File: config.mk
export PLATFORM = sky130hd
export DESIGN_NAME = fifo_wr_arbiter
export DESIGN_NICKNAME = d
export VERILOG_FILES = /design/src/rtl/fifo_wr_arbiter.sv
export SDC_FILE = /design/constraint.sdc
export NUM_CORES = 1
export LEC_CHECK = 0
export ABC_CLOCK_PERIOD_IN_PS = 5200
export BUFFER_PORTS_ARGS = -buffer_cell sky130_fd_sc_hd__buf_2
export CAP_MARGIN = 20
export CORE_ASPECT_RATIO = 0.5
export CORE_MARGIN = 2
export CORE_UTILIZATION = 49
export DETAILED_ROUTE_END_ITERATION = 7
export PLACE_DENSITY = 0.83
export SLEW_MARGIN = 15
export SYNTH_ARGS = -nofsm -noshare
export SYNTH_HDL_FRONTEND = slang
export SYNTH_SLANG_ARGS = --single-unit
File: constraint.sdc
create_clock -name wr_clk -period 5.2 [get_ports wr_clk]
set_input_delay 0.52 -clock wr_clk [delete_from_list [all_inputs] [get_ports wr_clk]]
set_output_delay 0.52 -clock wr_clk [all_outputs]
set_load 0.005 [all_outputs]
File: src/rtl/fifo_wr_arbiter.sv
// fifo_wr_arbiter
//   Shares the single write port of an async FIFO between NUM_REQ requesters.
//   Lives entirely in the write clock domain, directly in front of the FIFO.
//   Grants rotate round-robin. Each grant lasts for at most MAX_BURST words.
//   The block never writes while the FIFO is full, and it counts the cycles in
//   which the granted requester is held off by full.
//
// Ports
//   wr_clk        in   write-domain clock (sole clock)
//   wr_rst        in   synchronous reset, active-high
//   req_valid     in   [NUM_REQ]            requester i has a word
//   req_data      in   [NUM_REQ*DATA_WIDTH] word i at [i*DATA_WIDTH +: DATA_WIDTH]
//   req_ready     out  [NUM_REQ]            word i accepted when valid & ready
//   fifo_full     in   FIFO full flag
//   fifo_wr_en    out  FIFO write enable
//   fifo_wr_data  out  [DATA_WIDTH]         FIFO write data
//   grant_id      out  [clog2(NUM_REQ)]     currently granted requester
//   busy          out  high while in GRANT (doubles as the FSM state view)
//   stall_cnt     out  [CNT_WIDTH]          saturating count of granted & valid & full cycles
//
// Handshake: a requester word moves on the cycle where req_valid[i] and
// req_ready[i] are both high. That same cycle, fifo_wr_en is high and
// fifo_wr_data carries the word. There is no skid buffer, so requester data is
// consumed only on that cycle.

module fifo_wr_arbiter #(
   parameter int NUM_REQ    = 4,
   parameter int DATA_WIDTH = 8,
   parameter int MAX_BURST  = 4,
   parameter int CNT_WIDTH  = 16
) (
   input  logic                          wr_clk,
   input  logic                          wr_rst,
   input  logic [NUM_REQ-1:0]            req_valid,
   input  logic [NUM_REQ*DATA_WIDTH-1:0] req_data,
   output logic [NUM_REQ-1:0]            req_ready,
   input  logic                          fifo_full,
   output logic                          fifo_wr_en,
   output logic [DATA_WIDTH-1:0]         fifo_wr_data,
   output logic [$clog2(NUM_REQ)-1:0]    grant_id,
   output logic                          busy,
   output logic [CNT_WIDTH-1:0]          stall_cnt
);

   localparam int GW = $clog2(NUM_REQ);
   localparam int BW = (MAX_BURST > 1) ? $clog2(MAX_BURST) : 1;
   localparam logic [GW-1:0] LAST_RST   = GW'(NUM_REQ - 1);
   localparam logic [BW-1:0] BURST_LAST = BW'(MAX_BURST - 1);

   typedef enum logic {
      ST_IDLE  = 1'b0,
      ST_GRANT = 1'b1
   } state_t;

   state_t                r_state, w_state_nxt;
   logic [GW-1:0]         r_grant_id, w_grant_nxt;
   logic [GW-1:0]         r_last_grant, w_last_nxt;
   logic [BW-1:0]         r_burst_cnt, w_burst_nxt;
   logic [CNT_WIDTH-1:0]  r_stall_cnt, w_stall_nxt;

   logic                  w_pick_found;
   logic [GW-1:0]         w_pick_idx;
   logic                  w_cur_valid;
   logic [DATA_WIDTH-1:0] w_cur_data;

   // Round-robin pick: the first valid requester after last_grant, with
   // wrap-around. The last granted requester is therefore scanned last.
   always_comb begin
      w_pick_found = 1'b0;
      w_pick_idx   = '0;
      for (int k = 1; k <= NUM_REQ; k++) begin
         if (!w_pick_found && req_valid[(int'(r_last_grant) + k) % NUM_REQ]) begin
            w_pick_found = 1'b1;
            w_pick_idx   = GW'((int'(r_last_grant) + k) % NUM_REQ);
         end
      end
   end

   assign w_cur_valid  = req_valid[r_grant_id];
   assign w_cur_data   = req_data[int'(r_grant_id) * DATA_WIDTH +: DATA_WIDTH];
   assign fifo_wr_data = w_cur_data;
   assign grant_id     = r_grant_id;
   assign stall_cnt    = r_stall_cnt;

   always_comb begin
      w_state_nxt = r_state;
      w_grant_nxt = r_grant_id;
      w_last_nxt  = r_last_grant;
      w_burst_nxt = r_burst_cnt;
      w_stall_nxt = r_stall_cnt;
      req_ready   = '0;
      fifo_wr_en  = 1'b0;
      busy        = 1'b0;

      case (r_state)
         ST_IDLE: begin
            if (w_pick_found) begin
               w_grant_nxt = w_pick_idx;
               w_burst_nxt = '0;
               w_state_nxt = ST_GRANT;
            end
         end
         ST_GRANT: begin
            busy       = 1'b1;
            req_ready  = fifo_full ? '0 : (NUM_REQ'(1) << r_grant_id);
            fifo_wr_en = w_cur_valid & ~fifo_full;
            if (!w_cur_valid) begin
               // The requester ran dry, so release the grant early.
               w_last_nxt  = r_grant_id;
               w_state_nxt = ST_IDLE;
            end else if (fifo_full) begin
               // Hold the grant indefinitely. Only the stall counter moves.
               if (r_stall_cnt != '1) w_stall_nxt = r_stall_cnt + 1'b1;
            end else begin
               w_burst_nxt = r_burst_cnt + 1'b1;
               if (r_burst_cnt == BURST_LAST) begin
                  w_last_nxt  = r_grant_id;
                  w_state_nxt = ST_IDLE;
               end
            end
         end
         default: w_state_nxt = ST_IDLE;
      endcase

      // Outputs are gated during reset so that a mid-burst reset never writes.
      if (wr_rst) begin
         req_ready  = '0;
         fifo_wr_en = 1'b0;
         busy       = 1'b0;
      end
   end

   always_ff @(posedge wr_clk) begin
      if (wr_rst) begin
         r_state      <= ST_IDLE;
         r_grant_id   <= '0;
         r_last_grant <= LAST_RST;
         r_burst_cnt  <= '0;
         r_stall_cnt  <= '0;
      end else begin
         r_state      <= w_state_nxt;
         r_grant_id   <= w_grant_nxt;
         r_last_grant <= w_last_nxt;
         r_burst_cnt  <= w_burst_nxt;
         r_stall_cnt  <= w_stall_nxt;
      end
   end

endmodule

==> results of run 1 <==
-- power by group --
part	internal, W	total (W)	switching [W]
clock	0.0000547	0.000109	0.0000544
sequential	0.000182	0.000196	0.0000148
combinational	0.0000492	0.0000827	0.0000335
total	0.000285	0.000388	0.000103
-- worst max path at each step --
stage,start,to
floorplan,grant_id[0]$_SDFFE_PP0P_,fifo_wr_data[0]
global placement,grant_id[0]$_SDFFE_PP0P_,stall_cnt[13]$_SDFFE_PP0P_
detailed placement,grant_id[0]$_SDFFE_PP0P_,stall_cnt[13]$_SDFFE_PP0P_
CTS,grant_id[1]$_SDFFE_PP0P_,fifo_wr_en
global route,grant_id[0]$_SDFFE_PP0P_,stall_cnt[15]$_SDFFE_PP0P_
finish,grant_id[1]$_SDFFE_PP0P_,fifo_wr_en
-- area by class of cell --
class                           instances  area, um2
Fill cell                             273       1084
Multi-Input combinational cell        130      927.1
Sequential cell                        23      460.4
Timing Repair Buffer                   70      350.3
Tap cell                               40      50.05
Clock buffer                            4      45.04
Inverter                                7      26.28
-- critical path, delay by kind of cell, from the launching register on --
| kind | cells | cell delay [ns] |
|---|---|---|
| buffers and inverters | 1 | 0.13 |
| DFF | 1 | 0.76 |
| muxes | 1 | 0.63 |
| and+or+nand+nor | 1 | 0.15 |
-- stage by stage --
stage,std cells,cell area (um2),setup WS [ns]
after global routing,274,1859,2.569
after global placement,270,1814,2.899
after detailed placement,270,1814,2.824
after CTS,274,1859,2.757
after floorplan,170,1475,3.184
final,274,1859,2.753
-- metal layers --
metal	wire, um	up-vias	GRT usage
met1	1527	712	0.2530
met5	0	-	0
li1	-	766	-
met3	278	2	0.06383
met4	17	0	0.06667
met2	1777	51	0.3754
-- logic make-up after synthesis --
kind of cell,synth area share
compound gates,0.1323
xor+xnor,0.03562
fa+ha+maj,0.01696
flops,0.3121
buf+inv,0.05937
mux,0.1654
simple gates,0.2782
-- cell usage after synthesis, drive strengths merged (2+ instances only) --
cell type | number | area (um2)
mux2i | 3 | 30.03
nand2b | 3 | 18.77
nand4b | 2 | 17.52
clkbuf | 6 | 23.77
dfxtp | 23 | 460.4
inv | 7 | 26.28
a31oi | 4 | 25.02
nor2 | 16 | 60.06
nand3b | 2 | 15.01
or3 | 5 | 36.28
a211oi | 2 | 15.01
a21oi | 12 | 60.06
ha | 2 | 25.02
buf | 4 | 37.53
nand2 | 12 | 45.04
and3 | 2 | 12.51
o31ai | 3 | 22.52
mux4 | 9 | 202.7
o21ai | 5 | 25.02
nor3 | 9 | 45.04
nand3 | 7 | 35.03
nand4 | 4 | 25.02
xnor2 | 6 | 52.55
nor4 | 6 | 37.54
or4 | 2 | 15.01
and2 | 3 | 18.77
-- cells in the final DEF, fill, tap and decap left out, types with 2 or more instances in the layout --
cell,instances
sky130_fd_sc_hd__nor3_1,9
sky130_fd_sc_hd__a211oi_1,2
sky130_fd_sc_hd__clkbuf_8,3
sky130_fd_sc_hd__buf_2,70
sky130_fd_sc_hd__nand4b_1,2
sky130_fd_sc_hd__and2_1,3
sky130_fd_sc_hd__nand2b_1,3
sky130_fd_sc_hd__nand3b_1,2
sky130_fd_sc_hd__a21oi_1,12
sky130_fd_sc_hd__or3_1,4
sky130_fd_sc_hd__nand3_1,7
sky130_fd_sc_hd__nand2_1,12
sky130_fd_sc_hd__inv_1,7
sky130_fd_sc_hd__and3_1,2
sky130_fd_sc_hd__or4_1,2
sky130_fd_sc_hd__dfxtp_1,23
sky130_fd_sc_hd__o21ai_1,2
sky130_fd_sc_hd__ha_1,2
sky130_fd_sc_hd__mux2i_1,3
sky130_fd_sc_hd__o21ai_0,3
sky130_fd_sc_hd__mux4_2,9
sky130_fd_sc_hd__xnor2_1,6
sky130_fd_sc_hd__a31oi_1,4
sky130_fd_sc_hd__nand4_1,4
sky130_fd_sc_hd__o31ai_1,3
sky130_fd_sc_hd__nor4_1,6
sky130_fd_sc_hd__nor2_1,16
-- registers in the layout, indices dropped and copies added (netlist names) --
register and count:
r_burst_cnt 2, r_state 1, r_last_grant 2, grant_id 2, stall_cnt 16
==> reports/summary.txt, run 1 <==
Power density relative to cell area - 208.7 nW/um2
Number of pins exceeding their max-slew limit in the final report - 0
Number of antenna violations at the first check in global routing - 0
I/O pin count - 71
Worst hold endpoint - r_last_grant[0]$_SDFFE_PP1P_
Area of the die - 3492 um2
Number of buffers created by CTS - 3
Setup violation total in the final timing report - 0
Critical path data required time - 4.68 ns
CTS H-Tree Depth - 1
LEAKAGE - 0.7647 nW
Worst path cell trace - mux4_2 -> nor2b_1 -> buf_2
Quantity of gates resized following cts - 0
TritonCTS clock tree - built
Synthesis warning total - 0
Via count of the first global-routing pass - 1336
Post-layout min period - 2.447 ns
Peak fanout along the critical path - 17
Share of layout cells above drive strength 1 - 0.3590
Die X-Extent - 81.60 um
Worst-path cell with the longest stage delay - sky130_fd_sc_hd__dfxtp_1
Predominant post-synthesis flop cell - sky130_fd_sc_hd__dfxtp_1
Critical register-to-register path startpoint - grant_id[1]$_SDFFE_PP0P_
Detailed-placement wirelength estimate - 2.725 mm
Number of enable flip-flop cells after synthesis - 0
Instance count along the most critical hold path - 2
Post-synthesis instance area - 1475 um2
Kind of start point of the critical path - flop
VDD IR-drop max - 0.1061 mV
CTS clock-pin slew for the worst setup and hold paths - 0.07 ns
Post-layout net count - 276
Number of maximum-capacitance constraint violations - 0
Slew at the pin closest to its max-slew limit - 0.7373 ns
Logic depth of the worst register-to-register path - 5
Highest clock frequency the design can meet - 0.4087 GHz
Skew-Pair Late Insertion Delay - 0.26 ns
Gate count of the mapped netlist - 170
Setup repair after global routing missed its margin - no
Mean Syn Cell Area - 8.677 um2
Max-Slew Margin vs Limit - 0.5078
Outcome - complete, no violations
Kind of critical path - flop to output pin
Die height - 42.80 um
Count of inserted antenna diode cells - 0
Hold-fix buffers, CTS - 0
Starting density of the core - 0.5013
Synthesized netlist net count - 211
Final core utilization - 0.6318
Violation count after the first detailed-routing iteration - 56
Global-route wire length before repair - 5.789 mm
Arrival @ worst endpoint - 1.93 ns
Row count - 14
Detailed-route via count - 1531
Total congestion overflow - 0
Number of antenna-violating nets in the routed design - 0
Pin count of the biggest net entering global routing - 28
Final hold violation count - 0
Count of different cell masters after synthesis - 41
Power after layout - 0.0003881 W
Cell chosen for the clock root - sky130_fd_sc_hd__clkbuf_8
Number of I/O port buffers - 70
Minimum setup slack among reg-to-reg paths - 2.79 ns
Number of sinks driven by the clock tree - 23
Period Utilization, post-route - 0.4706
Total negative slack for setup checks - 0 ns
Global-route usage over all layers - 0.2142
Growth of design area from synthesis to finish - 26.04%
Fin Clk Skew - 0.003344 ns
Routability Congestion - 0.8624
Vias per cell - 5.588
Floorplan core area - 2943 um2
Count of buffers added by post-CTS timing repair for setup - 0
Part of the Yosys area used for sequential elements - 0.3121
Biggest cell delay along the critical path - 0.76 ns
Total routed wirelength - 3.601 mm
Wire per inst - 13.14 um
Startpoint of the lowest-slack hold path - r_last_grant[0]$_SDFFE_PP1P_
Worst Hold Margin - 0.4756 ns
Path category of the worst min-delay check - flop to flop
RR Endpoint - stall_cnt[15]$_SDFFE_PP0P_
Total of flip-flops plus latches after synthesis - 23
CP endpoint kind - output pin
Ys async rst share - 0
Maximum clock insertion buffer count - 2
Remaining routing DRC violations - 0
Iteration count of the initial detailed-routing pass - 4
Note: power is estimated with default switching activity, not from simulation.
==> run 2: changes to the inputs <==
--- a/config.mk
+++ b/config.mk
@@ -5,14 +5,14 @@
 export SDC_FILE = /design/constraint.sdc
 export NUM_CORES = 1
 export LEC_CHECK = 0
-export ABC_CLOCK_PERIOD_IN_PS = 5200
+export ABC_CLOCK_PERIOD_IN_PS = 2400
 export BUFFER_PORTS_ARGS = -buffer_cell sky130_fd_sc_hd__buf_2
 export CAP_MARGIN = 20
 export CORE_ASPECT_RATIO = 0.5
 export CORE_MARGIN = 2
-export CORE_UTILIZATION = 49
+export CORE_UTILIZATION = 46
 export DETAILED_ROUTE_END_ITERATION = 7
-export PLACE_DENSITY = 0.83
+export PLACE_DENSITY = 0.79
 export SLEW_MARGIN = 15
 export SYNTH_ARGS = -nofsm -noshare
 export SYNTH_HDL_FRONTEND = slang
==> constraint.sdc (replaced) <==
create_clock -name wr_clk -period 2.4 [get_ports wr_clk]
set_input_delay 0.24 -clock wr_clk [delete_from_list [all_inputs] [get_ports wr_clk]]
set_output_delay 0.24 -clock wr_clk [all_outputs]
set_load 0.005 [all_outputs]
==> reports/summary.txt, run 2 (synthesized netlist as in run 1, its figures left out) <==
Row count - 14
Pin count of the biggest net entering global routing - 28
Routability Congestion - 0.8115
Count of buffers added by post-CTS timing repair for setup - 0
CP endpoint kind - flop
Minimum setup slack among reg-to-reg paths - 0.20 ns
Number of antenna violations at the first check in global routing - 0
Vias per cell - 5.605
VDD IR-drop max - 0.2287 mV
Length of routed wiring on met1 - 1.600 mm
Arrival @ worst endpoint - 2.39 ns
Max FFs per register - 16
Critical path data required time - 2.60 ns
Number of buffers created by CTS - 3
Total met3 wirelength after detailed routing - 262 um
Slew at the pin closest to its max-slew limit - 0.6580 ns
Detailed-route via count - 1547
Setup repair after global routing missed its margin - no
Violation count after the first detailed-routing iteration - 46
Floorplan core area - 3030 um2
Total negative slack for setup checks - 0 ns
Wire per inst - 13.28 um
Total area of multi-input combinational cells - 927.1 um2
Number of I/O port buffers - 70
Iteration count of the initial detailed-routing pass - 4
Share of layout cells above drive strength 1 - 0.3644
Number of antenna-violating nets in the routed design - 0
Power density relative to cell area - 454.0 nW/um2
Cell chosen for the clock root - sky130_fd_sc_hd__clkbuf_8
Power after layout - 0.0008509 W
Count of inserted antenna diode cells - 0
Total routed wirelength - 3.666 mm
Sequential cell area - 460.4 um2
CTS H-Tree Depth - 1
Number of pins exceeding their max-slew limit in the final report - 0
Global-route usage over all layers - 0.2061
Kind of start point of the critical path - flop
Quantity of gates resized following cts - 0
Via count of the first global-routing pass - 1426
Commonest cells after routing, fill and taps aside - sky130_fd_sc_hd__buf_2, sky130_fd_sc_hd__dfxtp_1, sky130_fd_sc_hd__nor2_1, sky130_fd_sc_hd__a21oi_1, sky130_fd_sc_hd__nand2_1
Peak fanout along the critical path - 10
Detailed-placement wirelength estimate - 2.843 mm
Kind of critical path - flop to flop
Global-route wire length before repair - 6.127 mm
Maximum clock insertion buffer count - 2
Skew-Pair Late Insertion Delay - 0.26 ns
Fin Clk Skew - 0.002001 ns
Starting density of the core - 0.4868
Path category of the worst min-delay check - input port to flop
Period Utilization, post-route - 0.9148
Post-layout net count - 278
Total congestion overflow - 0
Number of inserted filler cells in the final layout - 291
TritonCTS clock tree - built
Remaining routing DRC violations - 0
I/O pin count - 71
Max-Slew Margin vs Limit - 0.5573
Growth of design area from synthesis to finish - 27.06%
Placed cell count - 272
Uppermost layer routed - met4
Leading cell type in the layout, fill and taps excluded - sky130_fd_sc_hd__buf_2
Post-route non-filler standard cell count - 276
Area of the die - 3704 um2
Post-layout min period - 2.196 ns
Hold-fix buffers, CTS - 0
Number of maximum-capacitance constraint violations - 0
Setup violation total in the final timing report - 0
Final hold violation count - 0
Die height - 44.05 um
Die X-Extent - 84.09 um
Met2 routed wirelength - 1.752 mm
LEAKAGE - 0.7752 nW
Highest clock frequency the design can meet - 0.4555 GHz
Outcome - complete, no violations
Number of sinks driven by the clock tree - 23
CTS clock-pin slew for the worst setup and hold paths - 0.08 ns
[run 2: cell count changes in the layout (fill, tap and decap cells not counted), sizes merged]
cell,change
buf,+2
[run 2: path summary, 6_finish.rpt]
kind,from,to,depth (start not counted)
setup / recovery,grant_id[1]$_SDFFE_PP0P_,stall_cnt[13]$_SDFFE_PP0P_,5
hold / removal,req_valid[2],grant_id[1]$_SDFFE_PP0P_,3
setup reg to reg,grant_id[1]$_SDFFE_PP0P_,stall_cnt[13]$_SDFFE_PP0P_,5
hold reg to reg,r_last_grant[0]$_SDFFE_PP1P_,r_last_grant[0]$_SDFFE_PP1P_,2
[run 2: power breakdown]
group	switching (W)	internal [W]
Clock	0.000122	0.000119
Sequential	0.0000179	0.000394
Combinational	0.0000881	0.000111
[run 2: worst max-delay path: stages (launching register included)]
cell and delay [ns]:
sky130_fd_sc_hd__dfxtp_1 0.58, sky130_fd_sc_hd__mux2i_1 0.17, sky130_fd_sc_hd__o22a_1 0.35, sky130_fd_sc_hd__or3_4 0.47, sky130_fd_sc_hd__or4_1 0.41, sky130_fd_sc_hd__a21oi_1 0.14
[run 2: layout make-up]
class                   count  area share
clock buffers               4     0.02403
inverters                   7     0.01402
multi-input cells         130      0.4947
flip-flops and latches     23      0.2457
well taps                  40     0.02670
repair buffers             72      0.1949
[run 2: through the flow]
stage / worst slack (ns) / hold WS, ns / instance area [um2] / util
floorplan: 0.3940 / 0.4357 / 1475 / -
global placement: 0.3072 / 0.4543 / 1829 / 0.6036
detailed placement: 0.2427 / 0.4500 / 1829 / 0.6036
CTS: 0.2216 / 0.3740 / 1874 / 0.6185
global route: 0.07215 / 0.4168 / 1874 / 0.6185
finish: 0.2044 / 0.3942 / 1874 / 0.6185
[run 2: layer usage]
layer | up-vias | global-route usage
met5 | - | 0
met1 | 722 | 0.2424
met2 | 49 | 0.3714
met4 | 0 | 0.07097
met3 | 7 | 0.06157
li1 | 769 | -
